--- config.mk ---
export PLATFORM = sky130hd
export DESIGN_NAME = pc_gen
export DESIGN_NICKNAME = d
export VERILOG_FILES = /design/src/rtl/pc_gen_pkg.sv /design/src/rtl/pc_btb.sv /design/src/rtl/pc_gen.sv
export SDC_FILE = /design/constraint.sdc
export NUM_CORES = 1
export LEC_CHECK = 0
export CAP_MARGIN = 20
export CORE_MARGIN = 10
export CORE_UTILIZATION = 40
export DETAILED_ROUTE_END_ITERATION = 8
export SYNTH_ARGS = -nofsm -noshare
export SYNTH_HDL_FRONTEND = slang
export SYNTH_SLANG_ARGS = --single-unit
--- constraint.sdc ---
create_clock -name clk -period 6.6 [get_ports clk]
set_input_delay 0.99 -clock clk [delete_from_list [all_inputs] [get_ports clk]]
set_output_delay 0.99 -clock clk [all_outputs]
set_load 0.01 [all_outputs]
--- src/rtl/pc_gen_pkg.sv ---
// Shared constants and helpers for the fetch-address generator and its BTB.
// Counter encodings and the redirect-index width live here so both blocks agree.
package pc_gen_pkg;

    localparam int unsigned INST_BYTES = 4;

    typedef enum logic [1:0] {
        CTR_SNT = 2'b00,
        CTR_WNT = 2'b01,
        CTR_WT  = 2'b10,
        CTR_ST  = 2'b11
    } ctr_e;

    function automatic int redir_idx_width(input int n);
        return (n > 1) ? $clog2(n) : 1;
    endfunction

    function automatic logic [1:0] ctr_inc(input logic [1:0] c);
        return (c == CTR_ST) ? CTR_ST : (c + 2'b01);
    endfunction

    function automatic logic [1:0] ctr_dec(input logic [1:0] c);
        return (c == CTR_SNT) ? CTR_SNT : (c - 2'b01);
    endfunction

endpackage

--- src/rtl/pc_btb.sv ---
// Direct-mapped branch target buffer with 2-bit saturating direction counters.
// Lookup is combinational on the registered fetch PC; updates land on the clock edge.
module pc_btb
    import pc_gen_pkg::*;
#(
    parameter int unsigned ADDR_WIDTH  = 32,
    parameter int unsigned BTB_ENTRIES = 8
) (
    input  logic                  clk,
    input  logic                  rst,
    input  logic [ADDR_WIDTH-1:0] lookup_pc,
    output logic                  pred_taken,
    output logic [ADDR_WIDTH-1:0] pred_target,
    input  logic                  upd_valid,
    input  logic [ADDR_WIDTH-1:0] upd_pc,
    input  logic [ADDR_WIDTH-1:0] upd_target,
    input  logic                  upd_taken
);

    localparam int unsigned IDX_W = $clog2(BTB_ENTRIES);
    localparam int unsigned TAG_W = ADDR_WIDTH - IDX_W - 2;

    logic                  valid_r  [BTB_ENTRIES];
    logic [TAG_W-1:0]      tag_r    [BTB_ENTRIES];
    logic [ADDR_WIDTH-1:0] target_r [BTB_ENTRIES];
    logic [1:0]            ctr_r    [BTB_ENTRIES];

    logic [IDX_W-1:0] lk_idx_s;
    logic [TAG_W-1:0] lk_tag_s;
    logic             lk_hit_s;
    logic [IDX_W-1:0] up_idx_s;
    logic [TAG_W-1:0] up_tag_s;
    logic             up_hit_s;
    logic             unused_s;

    // Instructions are word aligned, so the low two address bits never select anything.
    assign unused_s = ^{lookup_pc[1:0], upd_pc[1:0]};

    assign lk_idx_s = lookup_pc[IDX_W+1:2];
    assign lk_tag_s = lookup_pc[ADDR_WIDTH-1:IDX_W+2];
    assign up_idx_s = upd_pc[IDX_W+1:2];
    assign up_tag_s = upd_pc[ADDR_WIDTH-1:IDX_W+2];

    assign lk_hit_s = valid_r[lk_idx_s] && (tag_r[lk_idx_s] == lk_tag_s);
    assign up_hit_s = valid_r[up_idx_s] && (tag_r[up_idx_s] == up_tag_s);

    // Lookup reads pre-update state, so a same-cycle update is seen only next cycle.
    assign pred_taken  = lk_hit_s & ctr_r[lk_idx_s][1];
    assign pred_target = target_r[lk_idx_s];

    // Entry storage: clear on reset, then train from resolved branches.
    always_ff @(posedge clk) begin
        if (rst) begin
            for (int i = 0; i < int'(BTB_ENTRIES); i++) begin
                valid_r[i]  <= 1'b0;
                tag_r[i]    <= {TAG_W{1'b0}};
                target_r[i] <= {ADDR_WIDTH{1'b0}};
                ctr_r[i]    <= CTR_WNT;
            end
        end else if (upd_valid) begin
            if (upd_taken) begin
                target_r[up_idx_s] <= upd_target;
                if (up_hit_s) begin
                    ctr_r[up_idx_s] <= ctr_inc(ctr_r[up_idx_s]);
                end else begin
                    valid_r[up_idx_s] <= 1'b1;
                    tag_r[up_idx_s]   <= up_tag_s;
                    ctr_r[up_idx_s]   <= CTR_WT;
                end
            end else if (up_hit_s) begin
                ctr_r[up_idx_s] <= ctr_dec(ctr_r[up_idx_s]);
            end
        end
    end

endmodule

--- src/rtl/pc_gen.sv ---
// Fetch-address generator: PC register, prioritised redirect arbitration with a
// single pending slot, valid/ready fetch handshake and BTB-driven prediction.
module pc_gen
    import pc_gen_pkg::*;
#(
    parameter int unsigned                ADDR_WIDTH   = 32,
    parameter logic [ADDR_WIDTH-1:0]      RESET_VECTOR = {ADDR_WIDTH{1'b0}},
    parameter int                         NUM_REDIRECT = 2,
    parameter int unsigned                BTB_ENTRIES  = 8
) (
    input  logic                               clk,
    input  logic                               rst,
    input  logic                               stall,
    input  logic [NUM_REDIRECT-1:0]            redir_valid_i,
    input  logic [NUM_REDIRECT*ADDR_WIDTH-1:0] redir_target_i,
    output logic [ADDR_WIDTH-1:0]              pc_o,
    output logic                               pc_valid_o,
    input  logic                               pc_ready_i,
    output logic                               pred_taken_o,
    output logic [ADDR_WIDTH-1:0]              pred_target_o,
    input  logic                               btb_upd_valid_i,
    input  logic [ADDR_WIDTH-1:0]              btb_upd_pc_i,
    input  logic [ADDR_WIDTH-1:0]              btb_upd_target_i,
    input  logic                               btb_upd_taken_i
);

    localparam int                    RIW    = redir_idx_width(NUM_REDIRECT);
    localparam logic [ADDR_WIDTH-1:0] PC_INC = ADDR_WIDTH'(INST_BYTES);

    logic [ADDR_WIDTH-1:0] pc_r;
    logic                  pc_valid_r;
    logic                  pend_valid_r;
    logic [RIW-1:0]        pend_idx_r;
    logic [ADDR_WIDTH-1:0] pend_target_r;

    logic                  adv_s;
    logic                  cur_valid_s;
    logic [RIW-1:0]        cur_idx_s;
    logic [ADDR_WIDTH-1:0] cur_target_s;
    logic                  pend_wins_s;
    logic                  win_valid_s;
    logic [RIW-1:0]        win_idx_s;
    logic [ADDR_WIDTH-1:0] win_target_s;
    logic [ADDR_WIDTH-1:0] pc_next_s;
    logic                  pred_taken_s;
    logic [ADDR_WIDTH-1:0] pred_target_s;

    pc_btb #(
        .ADDR_WIDTH  (ADDR_WIDTH),
        .BTB_ENTRIES (BTB_ENTRIES)
    ) u_btb (
        .clk         (clk),
        .rst         (rst),
        .lookup_pc   (pc_r),
        .pred_taken  (pred_taken_s),
        .pred_target (pred_target_s),
        .upd_valid   (btb_upd_valid_i),
        .upd_pc      (btb_upd_pc_i),
        .upd_target  (btb_upd_target_i),
        .upd_taken   (btb_upd_taken_i)
    );

    assign pc_o          = pc_r;
    assign pc_valid_o    = pc_valid_r;
    assign pred_taken_o  = pred_taken_s;
    assign pred_target_o = pred_target_s;

    assign adv_s = pc_valid_r & pc_ready_i & ~stall;

    // Fixed-priority pick among this cycle's sources; scanning downward lets index 0 win.
    always_comb begin
        cur_valid_s  = 1'b0;
        cur_idx_s    = {RIW{1'b0}};
        cur_target_s = {ADDR_WIDTH{1'b0}};
        for (int k = NUM_REDIRECT - 1; k >= 0; k--) begin
            cur_valid_s  = cur_valid_s | redir_valid_i[k];
            cur_idx_s    = redir_valid_i[k] ? RIW'(k) : cur_idx_s;
            cur_target_s = redir_valid_i[k] ? redir_target_i[k*ADDR_WIDTH +: ADDR_WIDTH]
                                            : cur_target_s;
        end
    end

    // The buffered entry only beats a live one of strictly higher priority; ties go live.
    assign pend_wins_s  = pend_valid_r & (~cur_valid_s | (pend_idx_r < cur_idx_s));
    assign win_valid_s  = cur_valid_s | pend_valid_r;
    assign win_idx_s    = pend_wins_s ? pend_idx_r    : cur_idx_s;
    assign win_target_s = pend_wins_s ? pend_target_r : cur_target_s;

    // Next fetch address: redirect, then prediction, then sequential.
    always_comb begin
        pc_next_s = pc_r + PC_INC;
        if (win_valid_s) begin
            pc_next_s = win_target_s;
        end else if (pred_taken_s) begin
            pc_next_s = pred_target_s;
        end else begin
            pc_next_s = pc_r + PC_INC;
        end
    end

    // PC, request-valid and pending-redirect state.
    always_ff @(posedge clk) begin
        if (rst) begin
            pc_r          <= RESET_VECTOR;
            pc_valid_r    <= 1'b0;
            pend_valid_r  <= 1'b0;
            pend_idx_r    <= {RIW{1'b0}};
            pend_target_r <= {ADDR_WIDTH{1'b0}};
        end else begin
            pc_valid_r <= 1'b1;
            if (adv_s) begin
                pc_r         <= pc_next_s;
                pend_valid_r <= 1'b0;
            end else if (cur_valid_s) begin
                pend_valid_r  <= 1'b1;
                pend_idx_r    <= win_idx_s;
                pend_target_r <= win_target_s;
            end
        end
    end

endmodule

## Word level (Yosys, flattened, before mapping)

Memories as Yosys holds them, arrays and structs flattened. A register that Yosys moved wholly into a read port is not among the register bits.
Index checks and enable logic that the tools add are counted.

- Logic and storage cells: 91
- Input bits: 136
- RAM bits: 496
- Memories: 4
- Register bits after elaboration: 67

Memory list:

| name | words | bits a word | rd ports | clocked after Yosys merged registers in | write ports | RTL line | text |
|---|---|---|---|---|---|---|---|
| u_btb.target_r | 8 | 32 | 1 | 1 | 8 | pc_btb.sv:25 | `logic [ADDR_WIDTH-1:0] target_r [BTB_ENTRIES];` |
| u_btb.tag_r | 8 | 27 | 2 | 1 | 8 | pc_btb.sv:24 | `logic [TAG_W-1:0] tag_r [BTB_ENTRIES];` |
| u_btb.ctr_r | 8 | 2 | 2 | 1 | 8 | pc_btb.sv:26 | `logic [1:0] ctr_r [BTB_ENTRIES];` |
| u_btb.valid_r | 8 | 1 | 2 | 1 | 8 | pc_btb.sv:23 | `logic valid_r [BTB_ENTRIES];` |

- Bitwise logic cells: 13
- Mux-type cells: 52
- Equality and inequality tests: 3
- Reduce and logical (&&, ||, !) cells: 10
- $lt $le $gt $ge: 1
- Add/subtract/negate cells: 3

Operator list:

| kind | number |
|---|---|
| $mux W32 | 6 |
| $eq A27 B27 Y1 | 2 |
| $mux W3 | 12 |
| $add A32 B3 Y32 const B | 1 |
| $reduce_or A32 Y1 | 1 |
| $mux W1 | 28 |
| $mux W27 | 1 |
| $reduce_or A27 Y1 | 1 |
| $mux W2 | 5 |
| $or A1 B1 Y1 | 5 |
| $and A1 B1 Y1 | 4 |
| $not A1 Y1 | 4 |
| $reduce_or A2 Y1 | 2 |
| $reduce_and A3 Y1 | 1 |
| $add A2 B1 Y2 const B | 1 |
| $eq A2 B2 Y1 const B | 1 |
| $logic_and A1 B1 Y1 | 2 |
| $logic_not A2 Y1 | 1 |
| $reduce_and A2 Y1 | 1 |
| $sub A2 B1 Y2 const B | 1 |
| $lt A1 B1 Y1 | 1 |
| $reduce_or A1 Y1 | 1 |

## Logic depth before layout (Yosys ltp)

Gate-level depths: netlist of run 1.
An unclocked memory read counts as a cell.

- Depth in word-level cells: 12
- Gate-level depth with buffers: 14

## By module

Synthesis of run 1 repeated with hierarchy kept, for this count alone.

- Cells, all modules: 2129
- Area total of the unflattened synthesis: 28768.8 um^2

Modules (own cells, without submodules):

| module | area an instance (um^2) | cells each | sequential area each (um^2) | times used |
|---|---|---|---|---|
| pc_btb | 24735.0 | 1631 | 14814.2 | 1 |
| pc_gen | 4033.9 | 498 | 1341.3 | 1 |

## Worst setup path after synthesis of run 1

OpenSTA, ideal clock, no wires.

- Kind: input -> register
- From: input btb_upd_pc_i[4]
- To: memory u_btb.target_r[0][0], enable pin
- Slack: 1.026 ns
- Stages on the path: 10
- Arrival time: 5.109 ns
- Buffers on the path: 7
- Cell sequence: buf_2 > buf_4 > buf_2 > buf_1 > clkbuf_1 > nor2b_1 > nand3_1 > clkbuf_1 > clkbuf_1 > o21ai_0

RTL lines:

| what | RTL line | text |
|---|---|---|
| from (decl) | pc_gen.sv:22 | `input logic [ADDR_WIDTH-1:0] btb_upd_pc_i,` |
| to (decl) | pc_btb.sv:25 |  |

==> impl_results.md, run 1 <==
- WL per Instance: 27.1 µm
- Drt total wl: 88,700 µm
- All-Layer GR Usage: 21.0%
- Min Clock Period, post-route: 5.41 ns
- Vias: 18,797
- Synth top area share: 51.2%
- Cell Area, Synth: 28,600 µm²
- Detail Placement HPWL: 56,400 µm
- Clock root cell: clkbuf_16
- Hold path depth: 1
- Ys async rst share: 0%
- Final worst path period share: 81.9%
- Setup bufs post-CTS: 0
- Hold_sp: u_btb.valid_r[2]
- CTS Hold Bufs: 0
- HP Class: reg -> reg
- Std cell rows: 98
- First-iteration detailed-routing DRC count: 1,772
- First-pass GRT wire length: 130,000 µm
- Post-Synthesis Cells: 2,117
- Die ar.: 82,600 µm²
- Most frequent cells in the layout: 488 x edfxtp_1, 460 x and2_1, 195 x clkdlybuf4s50_1, 155 x mux4_2, 94 x mux2i_1
- Htree depth: 2
- Worst relative slew slack: 27.4%
- Fin util: 47.4%
- Clk_skew: 0.0187 ns
- ANT nets after route: 0
- Later-pin clock latency in the skew report: 0.64 ns
- CTS Buffer Depth: 3
- Reg-to-Reg End: pc_o[14]
- Least-Margin Pin Slew: 1.09 ns
- Setup TNS: 0 ns
- Largest net degree at the start of global routing: 63
- Vias per cell: 5.74
- Die height: 287 µm
- Detailed Routing Iterations Pass 1: 5
- Synth area leader: edfxtp_1
- I/O pins: 202
- RSZ-0062 raised after global routing: false
- Top cells by area, synth: edfxtp_1 51%, mux4_2 12%, and2_1 10%
- Max-slew violations: 0
- Post-synth EDFFs: 488
- DRC violations left: 0
- Initial Util: 40.2%
- Power Density: 259 nW/µm²
- PostCTS Resize Cnt: 0
- Synth warn: 0
- Setup crit start kind: register
- I/O Buffers: 199
- TritonCTS Buffers: 59
- Critical path peak fanout: 35
- Post-synth cell types: 56
- CP arrival: 4.42 ns
- Setup slack, reg-to-reg: 2.29 ns
- Vias in the first global route: 19,129
- Fin. Hold Viols: 0
- Prevailing post-synth register cell: edfxtp_1
- Routability cong.: 0.870
- Core ar.: 71,200 µm²
- Syn_nets: 2,254
- Syn Area/Cell: 13.5 µm²
- Critical Path RT: 5.61 ns
- Gr ovfl total: 0
- Status: finished clean
- Count of final setup violators: 0
- Nets: 2,411
- Post-synthesis register bit count: 566
- Seq/Total Area, Yosys: 56.7%
- Share of layout cells above drive strength 1: 17.1%
- Leakage dissipation: 11.3 nW
- Clock sinks: 566
- Worst Setup End Kind: primary output
- CTS clk-pin slew, worst paths: 0.07 ns
- Area Growth Syn to Fin: 18.1%
- Commonest non-fill, non-tap cell in the layout: edfxtp_1
- CTS tree: done
- Crit path capture: pred_taken_o
- Die extent in x: 287 µm
- Initial antenna violation count: 4
- Maximum vdd ir drop: 0.196 mV
- R2R cell count: 9
- Setup CP Type: reg -> out
- F_max: 185 MHz
- MaxCap Viol Count: 0
[area by class of cell]
type,instances,area [µm²]
repair buffers,260,2450
inverters,10,37.5
well taps,950,1190
clock inverters,34,479
flip-flops and latches,566,16200
multi-input cells,1377,11900
clock buffers,74,1530
diodes,2,5.00
fillers,6194,37500
[registers in the layout, indices dropped and copies added, names as in the netlist, named ones only]
signal          count
u_btb.target_r    256
u_btb.tag_r       216
pc_o               32
pend_target_r      32
u_btb.ctr_r        16
u_btb.valid_r       8
pc_valid_o          1
pend_idx_r          1
pend_valid_r        1
[cell usage after synthesis (all sizes together) (32+ instances only)]
| cell type | count |
|---|---|
| a211oi | 36 |
| a22oi | 73 |
| and2 | 460 |
| buf | 46 |
| clkbuf | 118 |
| dfxtp | 78 |
| edfxtp | 488 |
| mux2 | 36 |
| mux2i | 94 |
| mux4 | 155 |
| nand2 | 62 |
| nand3 | 33 |
| nor2 | 64 |
| nor4 | 32 |
| o21ai | 86 |
| xnor2 | 60 |
[worst min path at each step]
stage                             endpoint  slack [ns]
after floorplan           u_btb.valid_r[1]        0.44
after global placement    u_btb.valid_r[2]        0.46
after detailed placement  u_btb.valid_r[0]        0.47
after CTS                 u_btb.valid_r[2]        0.48
after global routing      u_btb.valid_r[4]        0.51
final                     u_btb.valid_r[2]        0.48
[critical path: stages (launching register included)]
cell and delay (ns):
dfxtp_4 0.84, mux4_2 0.59, mux2i_1 0.61, xnor2_1 0.16, nor4_1 0.33, nand4_1 0.27
nor3_4 0.31, clkdlybuf4s50_1 0.59
[per-layer routing]
metal	global-route usage, %	up-vias	routed length (µm)
li1	-	8338	-
met1	27.5	9548	36100
met2	34.9	763	42800
met3	4.27	142	7110
met4	6.22	6	2610
met5	0	-	30
[per-stage QoR]
stage / hold slack [ns] / std cells / setup slack (ns) / cell area [µm²] / total power, mW
finish: 0.479 / 3273 / 1.19 / 33800 / 8.77
global route: 0.507 / 3272 / 0.951 / 33800 / 9.04
CTS: 0.482 / 3270 / 1.14 / 33800 / 8.81
detailed placement: 0.466 / 3162 / 1.04 / 31800 / 5.32
global placement: 0.459 / 3162 / 1.12 / 31800 / 5.29
floorplan: 0.444 / 2117 / 1.03 / 28600 / 4.81
[power by group]
group	internal, mW	switching, mW
Clock	2.08	1.44
Combinational	0.462	0.579
Sequential	4.09	0.113
Total	6.63	2.14
[logic make-up after synthesis]
family / count (synthesis) / synth area share (%)
compound gates: 265 / 6.22
xor+xnor: 76 / 2.33
fa+ha+maj: 1 / 0.0437
buf+inv: 174 / 2.45
flops: 566 / 56.7
mux: 285 / 16.9
simple gates: 750 / 15.4
Note: power is estimated with default switching activity, not from simulation.
==> run 2, diff against run 1 <==
==> constraint.sdc (replaced) <==
create_clock -name clk -period 4.8 [get_ports clk]
set_input_delay 0.72 -clock clk [delete_from_list [all_inputs] [get_ports clk]]
set_output_delay 0.72 -clock clk [all_outputs]
set_load 0.01 [all_outputs]
==> impl_results.md, run 2 (synthesized netlist as in run 1, its figures left out) <==
- Status: finished clean (unchanged)
- CP arrival: 4.00 ns (was 4.42 ns)
- Setup CP Type: reg -> out (unchanged)
- Die height: 287 µm (unchanged)
- Nets: 2,463 (was 2,411)
- Min Clock Period, post-route: 4.72 ns
- Vias per cell: 5.79 (was 5.74)
- I/O pins: 202 (unchanged)
- Power Density: 349 nW/µm² (was 259 nW/µm²)
- Placed Area: 32,300 µm² (was 31,800 µm²)
- Largest net degree at the start of global routing: 66 (was 63)
- Detail Placement HPWL: 59,000 µm (was 56,400 µm)
- Leakage dissipation: 11.6 nW (was 11.3 nW)
- Least-Margin Pin Slew: 0.973 ns (was 1.09 ns)
- Routability cong.: 0.843 (was 0.870)
- Critical Path RT: 4.08 ns (was 5.61 ns)
- Initial Util: 40.2% (unchanged)
- RSZ-0062 raised after global routing: false (unchanged)
- Commonest non-fill, non-tap cell in the layout: edfxtp_1 (unchanged)
- MaxCap Viol Count: 0 (unchanged)
- Std cell rows: 98 (unchanged)
- Most frequent cells in the layout: 488 x edfxtp_1, 460 x and2_1, 195 x clkdlybuf4s50_1, 155 x mux4_2, 99 x buf_4 (was 488 x edfxtp_1, 460 x and2_1, 195 x clkdlybuf4s50_1, 155 x mux4_2, 94 x mux2i_1)
- Share of layout cells above drive strength 1: 19.1% (was 17.1%)
- Final worst path period share: 98.3%
- Vias in the first global route: 19,757 (was 19,129)
- Die ar.: 82,600 µm² (unchanged)
- Gr ovfl total: 0 (unchanged)
- F_max: 212 MHz
- CTS tree: done (unchanged)
- Worst Hold Margin: 0.482 ns (was 0.479 ns)
- First-iteration detailed-routing DRC count: 1,846 (was 1,772)
- Critical path peak fanout: 25 (was 35)
- Core ar.: 71,200 µm² (unchanged)
- Vias: 19,273 (was 18,797)
- TritonCTS Buffers: 59 (unchanged)
- Max-slew violations: 0 (unchanged)
- Maximum vdd ir drop: 0.293 mV (was 0.196 mV)
- CTS Buffer Depth: 3 (unchanged)
- Htree depth: 2 (unchanged)
- DRC violations left: 0 (unchanged)
- All-Layer GR Usage: 21.4% (was 21.0%)
- Biggest regs: u_btb.target_r: 256 flops, u_btb.tag_r: 216 flops (unchanged)
- Fillcell total: 6,164 (was 6,194)
- Setup TNS: 0 ns (unchanged)
- HP Class: reg -> reg (unchanged)
- Detailed Routing Iterations Pass 1: 5 (unchanged)
- Worst relative slew slack: 34.8% (was 27.4%)
- Setup crit start kind: register (unchanged)
- Later-pin clock latency in the skew report: 0.64 ns (about the same)
- WL per Instance: 27.1 µm (about the same)
- Area of the multi-input gates: 11,900 µm² (about the same)
- Initial antenna violation count: 5 (was 4)
- Clock root cell: clkbuf_16 (unchanged)
- First-pass GRT wire length: 132,000 µm (was 130,000 µm)
- ANT nets after route: 0 (unchanged)
- Area Growth Syn to Fin: 19.9% (was 18.1%)
- Drt total wl: 90,200 µm (was 88,700 µm)
- Clock sinks: 566 (unchanged)
- Count of final setup violators: 0 (unchanged)
- Max reg flops: 256 (unchanged)
- Die extent in x: 287 µm (unchanged)
- Fin. Hold Viols: 0 (unchanged)
- CTS clk-pin slew, worst paths: 0.06 ns (was 0.07 ns)
- Post-route cell area: 34,300 µm² (was 33,800 µm²)
- I/O Buffers: 199 (unchanged)
- Clk_skew: 0.0340 ns (was 0.0187 ns)
- Flip-flop and latch area: 16,200 µm² (unchanged)
- Worst Setup End Kind: primary output (unchanged)
- Register with the most flip-flops: u_btb.target_r (unchanged)
run 2: cell count changes in the layout (fill, tap and decap cells not counted), sizes merged:
cell,previous run,this run
bufinv,11,8
clkbuf,74,66
inv,11,9
clkinvlp,2,4
clkinv,20,32
buf,65,117
run 2: path summary, 6_finish.rpt:
| check | startpoint | endpoint | slack [ns] | cells past startpoint |
|---|---|---|---|---|
| worst max-delay path | register | pred_taken_o | 0.08 | 8 |
| worst min-delay path | u_btb.valid_r[5] | u_btb.valid_r[5] | 0.48 | 1 |
| worst max register to register | register | register | 0.89 | 10 |
| worst min register to register | u_btb.valid_r[5] | u_btb.valid_r[5] | 0.48 | 1 |
run 2: per-stage QoR:
stage | setup slack (ns) | utilization (%) | cells | total power [mW]
2_1_floorplan | -0.504 | - | 2117 | 6.62
3_3_place_gp | 0.439 | 45.3 | 3211 | 7.34
3_5_place_dp | 0.418 | 45.3 | 3211 | 7.37
4_1_cts | 0.0474 | 48.1 | 3320 | 12.1
5_1_grt | 0.0412 | 48.2 | 3325 | 12.4
6_report | 0.0811 | 48.2 | 3326 | 12.0
run 2: routing by layer:
metal | global-route usage, % | up-vias | share of wire, %
met4 | 6.15 | 4 | 2.3
met3 | 3.60 | 115 | 7.6
met5 | 0 | - | 0.024
li1 | - | 8445 | -
met1 | 28.5 | 9857 | 41
met2 | 35.6 | 852 | 49
run 2: power by group:
part | internal, mW | switching, mW
Clock | 2.71 | 2.00
Combinational | 0.684 | 0.827
Sequential | 5.62 | 0.144
run 2: area by class of cell:
type,count,share of cell area (%)
Antenna cell,2,0.0146
Clock buffer,66,4.44
Clock inverter,43,1.31
Inverter,10,0.109
Multi-Input combinational cell,1377,34.6
Sequential cell,566,47.3
Tap cell,950,3.46
Timing Repair Buffer,312,8.78
run 2: what timing repair did:
item	4_1_cts	5_1_grt
endpoints found under the setup margin	1	1
setup buffers	0	3
resized for setup	1	2
hold buffers	0	0
pin swaps	0	0
run 2: critical path, cell delays in order, from the launching register on:
cell	delay [ns]
dfxtp_4	0.64
buf_4	0.41
mux4_2	0.35
mux2i_1	0.47
xnor2_1	0.11
nor4_1	0.17
nand4_1	0.27
nor3_4	0.33
clkdlybuf4s50_1	0.60
==> run 3, diff against run 2 <==
--- a/config.mk
+++ b/config.mk
@@ -6,7 +6,6 @@
 export NUM_CORES = 1
 export LEC_CHECK = 0
 export CAP_MARGIN = 20
-export CORE_MARGIN = 10
 export CORE_UTILIZATION = 40
 export DETAILED_ROUTE_END_ITERATION = 8
 export SYNTH_ARGS = -nofsm -noshare
==> impl_results.md, run 3 (synthesized netlist as in run 1, its figures left out) <==
- Hold path depth: 1 (unchanged)
- Status: finished clean (unchanged)
- Largest net degree at the start of global routing: 65 (was 66)
- Detailed Routing Iterations Pass 1: 6 (was 5)
- Worst Hold Path EP: u_btb.valid_r[3] (was u_btb.valid_r[5])
- Leakage dissipation: 11.6 nW (about the same)
- Vias per cell: 5.69 (was 5.79)
- Met2 WL post-DR: 44,700 µm (was 43,900 µm)
- Setup crit start kind: register (unchanged)
- Max-slew violations: 0 (unchanged)
- Clock sinks: 566 (unchanged)
- Routability cong.: 0.872 (was 0.843)
- Worst relative slew slack: 28.3% (was 34.8%)
- HP Class: reg -> reg (unchanged)
- Nets: 2,473 (was 2,463)
- Hold_sp: u_btb.valid_r[3] (was u_btb.valid_r[5])
- CTS clk-pin slew, worst paths: 0.06 ns (about the same)
- Flip-flop and latch area: 16,200 µm² (unchanged)
- Die ar.: 72,600 µm² (was 82,600 µm²)
- Vias in the first global route: 19,115 (was 19,757)
- First-iteration detailed-routing DRC count: 1,893 (was 1,846)
- Sw power: 2.97 mW (about the same)
- Count of final setup violators: 0 (unchanged)
- Vias: 18,905 (was 19,273)
- Ant diodes: 0 (was 2)
- Fin. Hold Viols: 0 (unchanged)
- I/O Buffers: 199 (unchanged)
- Worst path cell trace: buf_4, mux4_2, mux2i_2, xnor2_1, nor4_1, nand4_1, buf_4, nor3_4, clkdlybuf4s50_1 (was buf_4, mux4_2, mux2i_1, xnor2_1, nor4_1, nand4_1, nor3_4, clkdlybuf4s50_1)
- Detail Placement HPWL: 55,800 µm (was 59,000 µm)
- WL met3: 5500 µm (was 6840 µm)
- DRC violations left: 0 (unchanged)
- Most frequent CP cell: buf_4
- I/O pins: 202 (unchanged)
- Drt total wl: 87,600 µm (was 90,200 µm)
- Cell Int Power: 8.88 mW (was 9.01 mW)
- Std cell rows: 97 (was 98)
- Max reg flops: 256 (unchanged)
- Min Clock Period, post-route: 4.60 ns (was 4.72 ns)
- CTS tree: done (unchanged)
- F_max: 217 MHz (was 212 MHz)
- Worst Setup End Kind: primary output (unchanged)
- Initial antenna violation count: 2 (was 5)
- All-Layer GR Usage: 23.9% (was 21.4%)
- Setup CP Type: reg -> out (unchanged)
- Register with the most flip-flops: u_btb.target_r (unchanged)
- Maximum vdd ir drop: 0.264 mV (was 0.293 mV)
- Clk_skew: 0.0144 ns (was 0.0340 ns)
- Critical Path RT: 4.08 ns (about the same)
- MaxCap Viol Count: 0 (unchanged)
- RSZ-0062 raised after global routing: false (unchanged)
- WL per Instance: 26.4 µm (was 27.1 µm)
- Later-pin clock latency in the skew report: 0.61 ns (was 0.64 ns)
- CP arrival: 3.88 ns (was 4.00 ns)
- Area Growth Syn to Fin: 19.6% (was 19.9%)
- Final worst path period share: 95.9% (was 98.3%)
- Biggest regs: u_btb.target_r: 256 flops, u_btb.tag_r: 216 flops (unchanged)
- Most frequent cells in the layout: 488 x edfxtp_1, 460 x and2_1, 195 x clkdlybuf4s50_1, 155 x mux4_2, 109 x buf_4 (was 488 x edfxtp_1, 460 x and2_1, 195 x clkdlybuf4s50_1, 155 x mux4_2, 99 x buf_4)
- Uppermost layer routed: met5 (unchanged)
- Core ar.: 70,400 µm² (was 71,200 µm²)
- Final Power: 11.9 mW (was 12.0 mW)
- Share of layout cells above drive strength 1: 19.2% (was 19.1%)
- TritonCTS Buffers: 66 (was 59)
- Commonest non-fill, non-tap cell in the layout: edfxtp_1 (unchanged)
- Sequential share of power: 48.6% (was 48.1%)
- CTS Hold Bufs: 0 (unchanged)
- Critical path peak fanout: 13 (was 25)
- Die extent in x: 269 µm (was 287 µm)
- Setup slack, reg-to-reg: 0.90 ns (was 0.89 ns)
- Initial Util: 40.7% (was 40.2%)
- CTS Buffer Depth: 3 (unchanged)
- R2R cell count: 11 (was 10)
- Met1 WL: 35,300 µm (was 37,300 µm)
- Area of the multi-input gates: 11,900 µm² (about the same)
- Net Sw Frac: 25.0% (was 24.8%)
- Worst Hold Margin: 0.494 ns (was 0.482 ns)
- First-pass GRT wire length: 128,000 µm (was 132,000 µm)
- Power Density: 346 nW/µm² (was 349 nW/µm²)
- Clk pwr share: 38.8% (was 39.3%)
- Post-route cell area: 34,200 µm² (was 34,300 µm²)
- Slowest library cell on the worst path: clkdlybuf4s50_1 (was dfxtp_4)
- Clock root cell: clkbuf_16 (unchanged)
- ANT nets after route: 0 (unchanged)
- Comb pwr share: 12.6% (about the same)
- Critical Path Max Stage Delay: 0.59 ns (was 0.64 ns)
- Placed Area: 32,200 µm² (was 32,300 µm²)
- Die height: 269 µm (was 287 µm)
- Htree depth: 3 (was 2)
- Least-Margin Pin Slew: 1.08 ns (was 0.973 ns)
- Gr ovfl total: 0 (unchanged)
- Fillcell total: 6,139 (was 6,164)
-- run 3: cell types whose count changed in the layout (fill, tap and decap cells not counted), moves of 2 or more --
cell,before,now
buf_12,14,8
diode_2,2,0
clkinvlp_4,3,1
clkbuf_1,6,15
buf_4,99,109
clkbuf_16,60,66
clkbuf_8,0,3
mux2i_1,92,86
inv_6,1,4
clkinv_2,11,5
mux2i_2,2,8
bufinv_16,8,0
-- run 3: critical path, delay by kind of cell, from the launching register on --
family        cells  cell delay (ns)
buf+inv           3             1.07
mux               2             0.88
simple gates      3             0.67
flops             1             0.52
xor+xnor          1             0.13
-- run 3: power by group through the flow --
stage          Sequential (mW)  Clock (mW)  Combinational [mW]
3_5_place_dp              5.87           0                1.48
2_1_floorplan             5.81           0               0.813
6_report                  5.77        4.60                1.49
4_1_cts                   5.76        4.69                1.49
3_3_place_gp              5.84           0                1.46
5_1_grt                   5.79        4.87                1.58
-- run 3: how the worst max path moves through the flow --
stage | to | cells after the start | startpoint | slack, ns
floorplan | u_btb.target_r[0][0] | 10 | btb_upd_pc_i[4] | -0.50
global placement | u_btb.tag_r[7][23] | 12 | btb_upd_pc_i[3] | 0.32
detailed placement | u_btb.tag_r[7][23] | 12 | btb_upd_pc_i[3] | 0.32
CTS | pred_taken_o | 8 | register | 0.01
global route | pred_taken_o | 9 | register | 0.08
finish | pred_taken_o | 9 | register | 0.20
-- run 3: what timing repair did --
item                                   CTS  global route
gates cloned                             0             0
endpoints found under the hold margin    0             0
setup endpoints to repair                1             1
resized for setup                        3             7
pin swaps                                0             1
setup buffers                            0            11
-- run 3: per-stage QoR --
| stage | worst slack [ns] | util [%] | setup TNS, ns | cells |
|---|---|---|---|---|
| 4_1_cts | 0.00981 | 48.4 | 0 | 3311 |
| 3_5_place_dp | 0.316 | 45.7 | 0 | 3197 |
| 6_report | 0.199 | 48.6 | 0 | 3322 |
| 5_1_grt | 0.0752 | 48.6 | 0 | 3322 |
| 3_3_place_gp | 0.324 | 45.7 | 0 | 3197 |
| 2_1_floorplan | -0.504 | - | -87.64 | 2117 |
-- run 3: routing by layer --
layer / GRT usage, % / vias to the layer above
met4: 6.22 / 4
met3: 3.97 / 119
li1: - / 8469
met1: 30.3 / 9655
met2: 42.0 / 658
met5: 0 / -
-- run 3: cell type report --
class,count,share of cell area [%]
Tap cell,940,3.44
Clock buffer,84,5.11
Sequential cell,566,47.4
Multi-Input combinational cell,1377,34.8
Timing Repair Buffer,315,8.63
Clock inverter,30,0.516
Inverter,10,0.110
